## src/rtl/serial_subtractor_n.sv

```systemverilog
// serial_subtractor_n: multi-cycle unsigned subtractor, D = A - B - bin.
// It handles CHUNK bits per clock, starting with the LSB chunk. A borrow
// register carries between chunks, so the datapath is one CHUNK-wide
// subtract slice plus the operand shift registers.
//
// Parameters:
//   N      operand/result width; must be a multiple of CHUNK
//   CHUNK  bits processed per BUSY cycle; must be >= 1 and divide N
//
// Ports:
//   clk, rst    clock (rising edge) and asynchronous active-high reset
//   in_valid    operands a, b, bin are valid
//   in_ready    high only in IDLE; operands are accepted on in_valid & in_ready
//   a, b, bin   minuend, subtrahend, borrow-in
//   out_valid   high only in DONE; d and bout (and ovf) are valid
//   out_ready   consumer accepts the result; DONE -> IDLE
//   d, bout     difference (mod 2^N) and borrow-out; both hold until the next result
//   ovf         signed overflow flag, present only when SUB_OVERFLOW_EN is defined
//
// Optional feature macro: SUB_OVERFLOW_EN (adds the ovf output).
module serial_subtractor_n #(
  parameter int unsigned N     = 8,
  parameter int unsigned CHUNK = 2
) (
  input  logic         clk,
  input  logic         rst,
  input  logic         in_valid,
  output logic         in_ready,
  input  logic [N-1:0] a,
  input  logic [N-1:0] b,
  input  logic         bin,
  output logic         out_valid,
  input  logic         out_ready,
  output logic [N-1:0] d,
  output logic         bout
`ifdef SUB_OVERFLOW_EN
  ,
  output logic         ovf
`endif
);

  localparam int unsigned NCHUNK = N / CHUNK;
  localparam int unsigned CW     = (NCHUNK > 1) ? $clog2(NCHUNK) : 1;
  localparam int unsigned SW     = CHUNK + 1;

  typedef enum logic [1:0] {
    IDLE = 2'd0,
    BUSY = 2'd1,
    DONE = 2'd2
  } state_t;

  state_t         state_q;
  state_t         state_d;
  logic [N-1:0]   a_sr;
  logic [N-1:0]   b_sr;
  logic [N-1:0]   res_sr;
  logic [N-1:0]   res_next;
  logic           borrow_q;
  logic           borrow_next;
  logic [CW-1:0]  cnt_q;
  logic [SW-1:0]  slice;
  logic           last_chunk;
  logic           accept;
`ifdef SUB_OVERFLOW_EN
  logic           a_msb_q;
  logic           b_msb_q;
`endif

  // The subtract slice. The extra top bit of the (CHUNK+1)-bit difference is the borrow out.
  always_comb begin
    slice       = {1'b0, a_sr[CHUNK-1:0]} - {1'b0, b_sr[CHUNK-1:0]} - SW'(borrow_q);
    borrow_next = slice[CHUNK];
    // The new chunk enters from the MSB side, so after NCHUNK shifts the LSB chunk sits at bit 0.
    res_next    = (res_sr >> CHUNK) | (N'(slice[CHUNK-1:0]) << (N - CHUNK));
    last_chunk  = (cnt_q == CW'(NCHUNK - 1));
    accept      = (state_q == IDLE) && in_valid;
  end

  // State register.
  always_ff @(posedge clk or posedge rst) begin
    if (rst) begin
      state_q <= IDLE;
    end else begin
      state_q <= state_d;
    end
  end

  // Next-state logic.
  always_comb begin
    state_d = state_q;
    case (state_q)
      IDLE:    if (in_valid)   state_d = BUSY;
      BUSY:    if (last_chunk) state_d = DONE;
      DONE:    if (out_ready)  state_d = IDLE;
      default: state_d = IDLE;
    endcase
  end

  // Handshake flags are registered from the next state, so they always match state_q.
  always_ff @(posedge clk or posedge rst) begin
    if (rst) begin
      in_ready  <= 1'b1;
      out_valid <= 1'b0;
    end else begin
      in_ready  <= (state_d == IDLE);
      out_valid <= (state_d == DONE);
    end
  end

  // Operand shift registers, borrow chain and chunk counter.
  always_ff @(posedge clk or posedge rst) begin
    if (rst) begin
      a_sr     <= '0;
      b_sr     <= '0;
      res_sr   <= '0;
      borrow_q <= 1'b0;
      cnt_q    <= '0;
    end else if (accept) begin
      a_sr     <= a;
      b_sr     <= b;
      res_sr   <= '0;
      borrow_q <= bin;
      cnt_q    <= '0;
    end else if (state_q == BUSY) begin
      a_sr     <= a_sr >> CHUNK;
      b_sr     <= b_sr >> CHUNK;
      res_sr   <= res_next;
      borrow_q <= borrow_next;
      cnt_q    <= cnt_q + CW'(1);
    end
  end

  // Result registers. They load only when the last chunk completes and otherwise hold.
  always_ff @(posedge clk or posedge rst) begin
    if (rst) begin
      d    <= '0;
      bout <= 1'b0;
    end else if ((state_q == BUSY) && last_chunk) begin
      d    <= res_next;
      bout <= borrow_next;
    end
  end

`ifdef SUB_OVERFLOW_EN
  // Operand sign bits are captured at accept, because the shift registers discard them.
  always_ff @(posedge clk or posedge rst) begin
    if (rst) begin
      a_msb_q <= 1'b0;
      b_msb_q <= 1'b0;
      ovf     <= 1'b0;
    end else begin
      if (accept) begin
        a_msb_q <= a[N-1];
        b_msb_q <= b[N-1];
      end
      if ((state_q == BUSY) && last_chunk) begin
        ovf <= (a_msb_q != b_msb_q) && (res_next[N-1] != a_msb_q);
      end
    end
  end
`endif

endmodule

```

## config.mk

```make
export PLATFORM = sky130hd
export DESIGN_NAME = serial_subtractor_n
export DESIGN_NICKNAME = d
export VERILOG_FILES = /design/src/rtl/serial_subtractor_n.sv
export SDC_FILE = /design/constraint.sdc
export NUM_CORES = 1
export LEC_CHECK = 0
export ABC_AREA = 1
export CAP_MARGIN = 20
export CORE_UTILIZATION = 38
export CTS_BUF_LIST = sky130_fd_sc_hd__clkbuf_8
export CTS_CLUSTER_SIZE = 25
export DETAILED_ROUTE_END_ITERATION = 10
export PLACE_DENSITY = 0.64
export SYNTH_ARGS = -nofsm -noshare
export SYNTH_HDL_FRONTEND = slang
export SYNTH_SLANG_ARGS = --single-unit
```

## constraint.sdc

```tcl
create_clock -name clk -period 2.9 [get_ports clk]
set_clock_uncertainty 0.2 [all_clocks]
set_input_delay 0.87 -clock clk [delete_from_list [all_inputs] [get_ports clk]]
set_output_delay 0.87 -clock clk [all_outputs]
set_load 0.005 [all_outputs]
```

After elaboration in Yosys (flattened, before gate mapping)
Index checks and enable logic that the tools add are counted.

Latch bits: 0. Bits in registers: 40. Memories kept: 0. Input bits: 21. Bits in read-only memories: 0. Bits in writable memories: 0. Word-level logic and storage cells: 37.

Eq/ne operators: 4. Shifts and indexed selects: 0. Multiplexer cells: 14. Order comparisons: 0. Multipliers: 0. Bitwise gates (word level): 1. Reductions and logical operators: 5. Add/subtract/negate cells: 3. Div/mod/pow operators: 0.

Operators with widths (count): 2-to-1 mux 8 bit (6); 2-to-1 mux 2 bit (5); bitwise OR 6 x 8 -> 8 bit (1); equality test 2 bit, second input constant (3); one-hot mux 2 bit (3 select lines) (1); logical NOT 2 bit (2); subtractor 2 x 2 -> 3 bit (1); subtractor 3 x 1 -> 3 bit (1); adder 2 x 1 -> 2 bit, second input constant (1); equality test 2 x 1 -> 1 bit, second input constant (1); logical AND 1 bit (2); 2-to-1 mux 1 bit (2); nonzero test 2 bit (1).

Longest topological paths before layout
Depth after elaboration: 5. Depth in mapped cells: 9.

Worst setup path after synthesis
No wires, ideal clock.

Path type: register -> register. From: reg a_sr[0]. To: reg d[7]. Stages on the path, launching flop included: 8. Slack: 608 ps. Buffers on the path: 0. Data required time: 2584 ps. Data arrival time: 1976 ps. Clock period less this slack: 2292 ps. Cells stage by stage: dfrtp_1 fa_1 inv_1 ha_1 or2_2 fa_1 nand2_1 nand2_1.

Word-level cells in the longest chain between the ends: 3.

RTL lines: start, declared (RTL line 54) `logic [N-1:0] a_sr;`; start signal, assigned (RTL line 125) `a_sr <= a_sr >> CHUNK;`; subtractor 2 x 2 -> 3 bit (RTL line 71) `slice = {1'b0, a_sr[CHUNK-1:0]} - {1'b0, b_sr[CHUNK-1:0]} - SW'(borrow_q);`; subtractor 3 x 1 -> 3 bit (RTL line 71); bitwise OR 6 x 8 -> 8 bit (RTL line 74) `res_next = (res_sr >> CHUNK) | (N'(slice[CHUNK-1:0]) << (N - CHUNK));`; via res_next[7] (RTL line 57) `logic [N-1:0] res_next;`; end signal, assigned (RTL line 139) `d <= res_next;`; end, declared (RTL line 34) `output logic [N-1:0] d,`.

The timed path passes the listed nets, and every way through them passes these cells. A chain may end at the register's enable or synchronous reset.

Worst setup path after layout
From: reg in_ready. To: out in_ready.

RTL lines: start, declared (RTL line 28) `output logic in_ready,`; start signal, assigned (RTL line 105) `in_ready <= (state_d == IDLE);`.

No word-level cell between the ends.

==> key figures <==
Clocking
  – Post-CTS sizing: 0
  – Hold-fix buffers, CTS: 0
  – H-tree levels: 2
  – Clock transition at path regs: 0.07 ns
  – Clock Sinks: 38
  – CTS Buf Count: 5
  – Clk buf depth: 2
  – CTS tree: done
  – Clk Latency, worst-skew pair: ~0.29 ns
  – Post-CTS Repair Setup Buffers: 0
  – Root Buffer: clkbuf_8

Synthesis
  – Post-synth EDFFs: 0
  – Seq/Total Area, Yosys: 56.83%
  – Syn nets: 219
  – Unique masters post-synth: 16
  – Yosys warnings: 0
  – Top post-synthesis cells by area: dfrtp_1 55%, nand2_1 20%, nand3_1 9.0%, inv_1 2.5%, fa_1 2.4%
  – Synth top area share: 55.27%
  – Primary FF master, synth: dfrtp_1
  – Avg Cell Area, Syn: 8.681 sq um
  – Post-Synthesis Cell Area: 1675 sq um
  – Post-synth top area cell: dfrtp_1
  – Synth cell count leaders: 90 x nand2_1, 37 x dfrtp_1, 30 x nand3_1, 11 x inv_1
  – Seq cells post-synth: 38
  – Post-synthesis cell count: 193
  – Count leader, synth: nand2_1
  – Synth async-reset ratio: 100.0%

Die
  – Initial Util: between 40% and 50%
  – Die footprint: about 4700 sq um
  – Placement Rows: 23
  – Die Wd: 68.40 um
  – Num ports: 32
  – Die Y: about 70 um
  – Core area: 4115 sq um

Pwr
  – LEAKAGE: 1.088 nW
  – Power Dens Cells: slightly above 1000 nW/um^2
  – VDD IR max: 0.3362 mV
  – Power after layout: 2.125 mW

Timing
  – Setup ws final: 0.5414 ns
  – Slew headroom: 54.31%
  – Tightest Pin Transition: 0.6846 ns
  – Slew Viols, Final: 0
  – Final Hold Fails: 0
  – Tmin final: 2.359 ns
  – Setup TNS: 0 ns
  – Fmax: 424.0 MHz
  – Endpoints failing setup: 0
  – Period utilisation layout: 81.33%
  – RSZ-0062 raised after global routing: false
  – Worst hold margin: between 0.2 and 0.3 ns

Layout
  – Fraction of layout instances using a drive strength above 1: 7.489%
  – Fillers: between 400 and 500
  – Layout area overhead: 26.06%
  – Final #Nets: 252
  – Antenna cells: 0
  – Filler-free cell count of the finished design: 277

Route
  – Pre-antenna DRT Iters: 4
  – Remaining routing DRC violations: 0
  – WL/cell: 10.84 um
  – DR vias: 1323
  – Routed wire length: about 3000 um
  – Drt first-iter violations: 89
  – Antenna-violating nets left: 0
  – Vias per Instance: roughly 4.8

Critical path
  – Slowest stage delay, CP: around 0.52 ns
  – CP Buf/Inv Count: 1
  – CP Cell Sequence: clkdlybuf4s50_1
  – Cell family with most CP delay: flip-flops
  – Crit path max fanout: 1
  – Slowest CP cell: dfstp_2
  – Worst EP arrival: 1.29 ns
  – Worst Setup Start Kind: flop
  – Worst Setup Path Type: flop to primary output
  – Req. time, crit path: about 1.8 ns
  – Setup crit end kind: primary output

Placed design
  – Post-DP HPWL: 1940 um
  – Placed cell count: around 270
  – Port bufs: 31
  – GPL Wtd Cong: 0.6837
  – Pre-CTS setup slack: 0.5469 ns

Min path
  – Type of the worst min-delay path: flop to flop

GRT
  – Overall global routing resource usage: between 15 and 20%
  – Initial antenna violation count: 0
  – GRT busiest layer: met2
  – Met1 usage: 19.14%
  – Total global routing overflow: 0
  – Met3 usage: roughly 4.0%
  – Vias in the first global route: 1226
  – Met2 usage: 25.25%
  – First-pass GRT wire length: about 5300 um
  – Pin count of the biggest net entering global routing: 39

Status
  – Run status: complete, no violations

Run
  – Max cap viols: 0
-- final cells by class --
class	count	area, sq um	share of cell area, %
clock buffer	6	82.58	3.910
clock inverter	2	8.758	0.4147
inverter	12	45.04	2.133
multi-input combinational	135	628.1	29.74
sequential	38	952.2	45.08
tap	50	62.56	2.962
timing repair buffer	34	332.8	15.76
-- sequential cells by signal, indices dropped and copies added, names as in the netlist --
register   cells
a_sr           8
b_sr           8
d              8
res_sr         6
cnt_q          2
state_q        2
borrow_q       1
bout           1
in_ready       1
out_valid      1
-- kinds of logic (layout without fill, tap and decap cells) --
family,after synthesis,in the layout,share of synthesized area (%)
compound gates,3,3,1.569
fa+ha+maj,5,5,4.631
simple gates,127,127,31.29
buf+inv,20,54,5.676
flops,38,38,56.83
-- worst min-delay path, delay by kind of cell (launching register included) --
kind	cells	cell delay [ns]
flops	1	0.34
simple gates	2	0.09
-- worst paths after layout --
kind | startpoint | to | slack, ns | cells past startpoint
setup / recovery | in_ready | in_ready | 0.54 | 1
hold / removal | d[3] | d[3] | 0.27 | 2
setup reg to reg | a_sr[0] | res_sr[7] | 0.55 | 7
hold reg to reg | d[3] | d[3] | 0.27 | 2
max in group asynchronous | rst | in_ready | 1.35 | 3
min in group asynchronous | rst | res_sr[2] | 0.80 | 3
-- per-layer routing --
layer	vias to the layer above	part of all wire, %
li1	662	-
met1	616	49
met2	37	45
met3	8	4.6
met4	0	2.3
met5	-	0
-- metrics by stage --
step,instance area (sq um),util [%]
after floorplan,1675,-
final,2112,51.32
after detailed placement,2021,49.10
after global routing,2112,51.32
after CTS,2112,51.32
after global placement,2021,49.10
-- placed cells by master (no fill, tap or decap), types with 3 or more instances in the layout --
master / count
inv_1: 12
dfrtp_1: 37
nand3_1: 30
clkbuf_8: 6
ha_1: 3
buf_4: 3
clkdlybuf4s50_1: 31
nand2_1: 90
nor2_1: 3
-- where the power goes --
group          switching (mW)  total, mW  internal, mW  leakage [nW]
combinational           0.490      0.874         0.384         0.547
sequential              0.131      0.885         0.754         0.489
clock                   0.178      0.366         0.188        0.0524
total                   0.799       2.12          1.33          1.09
No activity file was read; power rests on OpenSTA's default activity.
